`config.mk`:
```
export PLATFORM = sky130hd
export DESIGN_NAME = serial_pattern_gen
export DESIGN_NICKNAME = d
export VERILOG_FILES = /design/src/rtl/serial_pattern_gen.sv
export SDC_FILE = /design/constraint.sdc
export NUM_CORES = 1
export LEC_CHECK = 0
export BUFFER_PORTS_ARGS = -buffer_cell sky130_fd_sc_hd__buf_2
export CAP_MARGIN = 25
export CELL_PAD_IN_SITES_DETAIL_PLACEMENT = 0
export CELL_PAD_IN_SITES_GLOBAL_PLACEMENT = 2
export CORE_ASPECT_RATIO = 1.2
export CORE_MARGIN = 2
export CORE_UTILIZATION = 27
export CTS_BUF_LIST = sky130_fd_sc_hd__clkbuf_4 sky130_fd_sc_hd__clkbuf_8 sky130_fd_sc_hd__clkbuf_16
export DETAILED_ROUTE_END_ITERATION = 6
export PLACE_DENSITY_LB_ADDON = 0.1
export SLEW_MARGIN = 10
export SYNTH_ARGS = -nofsm -noshare
export SYNTH_HDL_FRONTEND = slang
export SYNTH_SLANG_ARGS = --single-unit
```
`constraint.sdc`:
```
create_clock -name clk -period 2.1 [get_ports clk]
set_input_delay 0.42 -clock clk [delete_from_list [all_inputs] [get_ports clk]]
set_output_delay 0.42 -clock clk [all_outputs]
set_load 0.01 [all_outputs]
```
`src/rtl/serial_pattern_gen.sv`:
```
// Serial pattern transmitter: shifts data[len-1:0] out MSB-first on PO,
// repeating the word rep+1 times with GAP idle cycles between repetitions.
//
// state | meaning
// IDLE  | waiting for load; PO/PV/busy low
// SHIFT | driving pattern bits, PV high
// GAPW  | idle gap between repetitions, busy still high
module serial_pattern_gen #(
  parameter int W   = 16,
  parameter int LW  = 5,
  parameter int GAP = 0
) (
  input  logic          clk,
  input  logic          reset,
  input  logic          load,
  input  logic [W-1:0]  data,
  input  logic [LW-1:0] len,
  input  logic [3:0]    rep,
  input  logic          abort,
  output logic          PO,
  output logic          PV,
  output logic          busy,
  output logic          done,
  output logic          err
);

  localparam int GW = (GAP > 0) ? $clog2(GAP + 1) : 1;

  typedef enum logic [1:0] {IDLE, SHIFT, GAPW} state_t;

  state_t        state;
  logic [W-1:0]  word_reg;
  logic [W-1:0]  shreg;
  logic [LW-1:0] len_reg;
  logic [LW-1:0] cnt;
  logic [3:0]    remaining;
  logic [GW-1:0] gap_cnt;
  logic          len_ok;
  logic [W-1:0]  aligned;

  assign len_ok  = (len != '0) && (len <= LW'(W));
  // Left-align the active field so the first bit always sits at the MSB.
  assign aligned = data << (LW'(W) - len);

  always_ff @(posedge clk or posedge reset) begin
    if (reset) begin
      state     <= IDLE;
      word_reg  <= '0;
      shreg     <= '0;
      len_reg   <= '0;
      cnt       <= '0;
      remaining <= '0;
      gap_cnt   <= '0;
      PO        <= 1'b0;
      PV        <= 1'b0;
      busy      <= 1'b0;
      done      <= 1'b0;
      err       <= 1'b0;
    end else begin
      done <= 1'b0;
      err  <= 1'b0;
      case (state)
        IDLE: begin
          if (load) begin
            if (len_ok) begin
              word_reg  <= aligned;
              shreg     <= aligned << 1;
              len_reg   <= len;
              cnt       <= len - LW'(1);
              remaining <= rep;
              PO        <= aligned[W-1];
              PV        <= 1'b1;
              busy      <= 1'b1;
              state     <= SHIFT;
            end else begin
              err <= 1'b1;
            end
          end
        end
        SHIFT: begin
          if (abort) begin
            state <= IDLE;
            PO    <= 1'b0;
            PV    <= 1'b0;
            busy  <= 1'b0;
          end else if (cnt != '0) begin
            PO    <= shreg[W-1];
            shreg <= shreg << 1;
            cnt   <= cnt - LW'(1);
          end else if (remaining != '0) begin
            remaining <= remaining - 4'd1;
            if (GAP == 0) begin
              PO    <= word_reg[W-1];
              shreg <= word_reg << 1;
              cnt   <= len_reg - LW'(1);
            end else begin
              state   <= GAPW;
              gap_cnt <= GW'(GAP);
              PO      <= 1'b0;
              PV      <= 1'b0;
            end
          end else begin
            state <= IDLE;
            PO    <= 1'b0;
            PV    <= 1'b0;
            busy  <= 1'b0;
            done  <= 1'b1;
          end
        end
        GAPW: begin
          if (abort) begin
            state <= IDLE;
            PO    <= 1'b0;
            PV    <= 1'b0;
            busy  <= 1'b0;
          end else if (gap_cnt == GW'(1)) begin
            state <= SHIFT;
            PO    <= word_reg[W-1];
            PV    <= 1'b1;
            shreg <= word_reg << 1;
            cnt   <= len_reg - LW'(1);
          end else begin
            gap_cnt <= gap_cnt - GW'(1);
          end
        end
        default: state <= IDLE;
      endcase
    end
  end

endmodule

```
==> impl_metrics.yaml <==
cells_and_area:
  area_delta_synth_final_pct: 32.79
  final_area_um2: 4373
  num_antenna_cells: 0
  fillers: 1304
  layout_commonest_cell: "buf_4"
  layout.cells.non_filler: 594
  final_nets: 464
  drive_above_1_share_pct: 38.80
  largest_register_ffs: 16
  seq_area_um2: 1226
  multi_input_area_um2: 1947
  final_cell_mix: "buf_4 (64), nand2_1 (53), dfrtp_1 (49)"
critical_path:
  reg2reg_to: "cnt[4]$_DFFE_PP0P_"
  crit_fanout: 3
  max_stage_delay_ps: 580
  rr_startpoint: "cnt[1]$_DFFE_PP0P_"
  startpoint_type: "flop"
  crit_slowest_cell: "or4_4"
  cp_cell_sequence: "or4_4, nor2_2, a31o_2, inv_1, ha_1, o221ai_1, xor2_1, a21oi_1"
  crit_arrival_ps: 2180
  path_class: "reg2reg"
  cp.required_ps: 2290
  rr_worst_depth: 8
  regToRegSetupSlack_ps: 110
  cp-end-kind: "flop"
timing:
  skew_ps: 8.624
  tightest_slew_ps: 423.6
  finalSetupViolCount: 0
  hold_viol: 0
  rsz0062_at_grt: "false"
  worst_slew_margin_rel_pct: 71.64
  finalCritPeriodShare_pct: 94.95
  finalMaxSlewViolations: 0
  whs_ps: 167.1
  finalCriticalPeriod_ps: 1994
  timing.fmax_mhz: 501.5
  tns_ps: 0
clock_network:
  clk_pin_slew_ps: 70
  clk_latency_ps: 300
  clock-sinks: 49
  ctsHoldBuffers: 0
  htreeDepth: 2
  cts_tree: "yes"
  root_buffer: "clkbuf_16"
  clock_path_buffers: 2
  cts_buffers: 5
status:
  status: "finished, final reports clean"
route:
  routedWlPerCell_um: 17.70
  ant_nets: 0
  routed_wl_um: 10510
  drc: 0
  drtIter0Drc: 144
  viasPerCell: 4.975
  dr_total_vias: 2955
  firstDrtPassIters: 4
placement:
  dp_cells: 580
  gp_congestion: 0.7956
  io_buffer_count: 33
  place_area_um2: 4093
  post-dp-hpwl_um: 7873
logic_synthesis:
  synthCells: 347
  syn_nets: 379
  synthFlopType: "dfrtp_1"
  synth_top_cell_area_share_pct: 37.23
  netlist-cell-type-count: 62
  synth-async-reset-ratio_pct: 100.0
  ys_ff_latch: 49
  synth_warnings: 0
  synth-edff-count: 0
  syn_area_um2: 3293
  synthTopCellsByArea: "dfrtp_1 (37%), mux2i_1 (6.7%), nand2_1 (6.0%), mux2_2 (5.8%), o21ai_0 (3.5%)"
  yosysSeqAreaShare_pct: 37.23
  syn_avg_cell_area_um2: 9.490
  yosysTopAreaCell: "dfrtp_1"
power_and_ir_drop:
  finalPower_w: 0.003718
  peakVddDrop_mv: 0.2942
  p_leak_nw: 1.963
  power_density_nw_per_um2: 850.2
die:
  core_area_um2: 12000
  dieHeight_um: 125.0
  die_area_um2: 13100
  io_pins: 34
  die_w_um: 104.8
  num_rows: 44
  floorplan.initialDensity_pct: 27.44
worst_hold_path:
  hp-class: "in2async"
global_routing:
  grtUsageTotal_pct: 16.48
  grt_pass1_wl_um: 16860
  grt-ovfl-total: 0
  grt_start_max_net_pins: 50
  antenna_found_initial: 0
  grt_pass1_vias: 2966
flow_run:
  drv_cap: 0
[metrics by stage]
| step | utilization (%) | setup WS (ps) |
|---|---|---|
| final | 36.44 | 106.2 |
| after global routing | 36.44 | 2.016 |
| after CTS | 35.59 | 51.06 |
| after detailed placement | 34.10 | -259.9 |
| after global placement | 34.10 | -238.0 |
| after floorplan | - | -198.8 |
[cells by family after synthesis]
logic type / share of synthesized area (%)
AOI/OAI and AO/OA: 19.83
buffers and inverters: 6.687
xor gates and xnor gates: 1.064
muxes: 16.95
adders and majority gates: 1.140
DFF: 37.23
and+or+nand+nor: 17.10
[timing repair]
| action | CTS | global route |
|---|---|---|
| pin swaps | 0 | 2 |
| gates cloned | 0 | 1 |
| setup buffers | 0 | 5 |
| endpoints found under the setup margin | 4 | 13 |
| resized for setup | 1 | 8 |
[Yosys cell counts, types with 4 or more instances]
| cell type | count |
|---|---|
| o21a_1 | 8 |
| buf_6 | 7 |
| inv_1 | 14 |
| dfrtp_1 | 49 |
| o221ai_1 | 7 |
| and4_1 | 4 |
| o21ai_0 | 23 |
| mux2i_1 | 22 |
| a211oi_2 | 4 |
| a21oi_1 | 9 |
| nand3_1 | 7 |
| o211ai_1 | 4 |
| mux2_2 | 17 |
| o22ai_1 | 8 |
| nand2_1 | 53 |
| nor2_1 | 26 |
| mux4_2 | 5 |
| buf_2 | 8 |
| clkbuf_1 | 6 |
[per-layer routing]
layer / global-route usage, % / part of all wire [%] / up-vias
li1: - / - / 1437
met1: 22.23 / 47 / 1460
met2: 28.30 / 50 / 52
met3: 2.033 / 2.8 / 6
met4: 3.529 / 0.98 / 0
met5: 0 / 0 / -
[worst max-delay path by stage]
stage / start / endpoint / slack [ps] / cells past startpoint
after global routing: cnt[1]$_DFFE_PP0P_ / cnt[4]$_DFFE_PP0P_ / 2 / 8
after CTS: len[1] / PO$_DFFE_PP0P_ / 50 / 7
after global placement: len[1] / shreg[14]$_DFFE_PP0P_ / -240 / 9
after detailed placement: len[1] / shreg[6]$_DFFE_PP0P_ / -260 / 8
after floorplan: len[0] / shreg[6]$_DFFE_PP0P_ / -200 / 10
final: cnt[1]$_DFFE_PP0P_ / cnt[4]$_DFFE_PP0P_ / 110 / 8
[cell type report]
class | instances | area share (%)
clock inverters | 1 | 0.6867
multi-input cells | 259 | 44.52
clock buffers | 7 | 3.348
inverters | 14 | 1.373
repair buffers | 103 | 17.42
well taps | 161 | 4.607
flip-flops and latches | 49 | 28.04
[where the power goes]
part | switching [W] | internal, W
logic | 0.000681 | 0.000700
registers | 0.000170 | 0.00119
clock network | 0.000370 | 0.000609
[worst max-delay path: cells and delay by family (launching register included)]
family	cells	cell delay [ps]
AND/OR/NAND/NOR	2	710
flip-flops	1	380
AO/OA/AOI/OAI	3	350
adder cells (fa/ha/maj)	1	210
XOR/XNOR	1	170
buffers and inverters	1	60
Power figures use the tool's default switching activity.
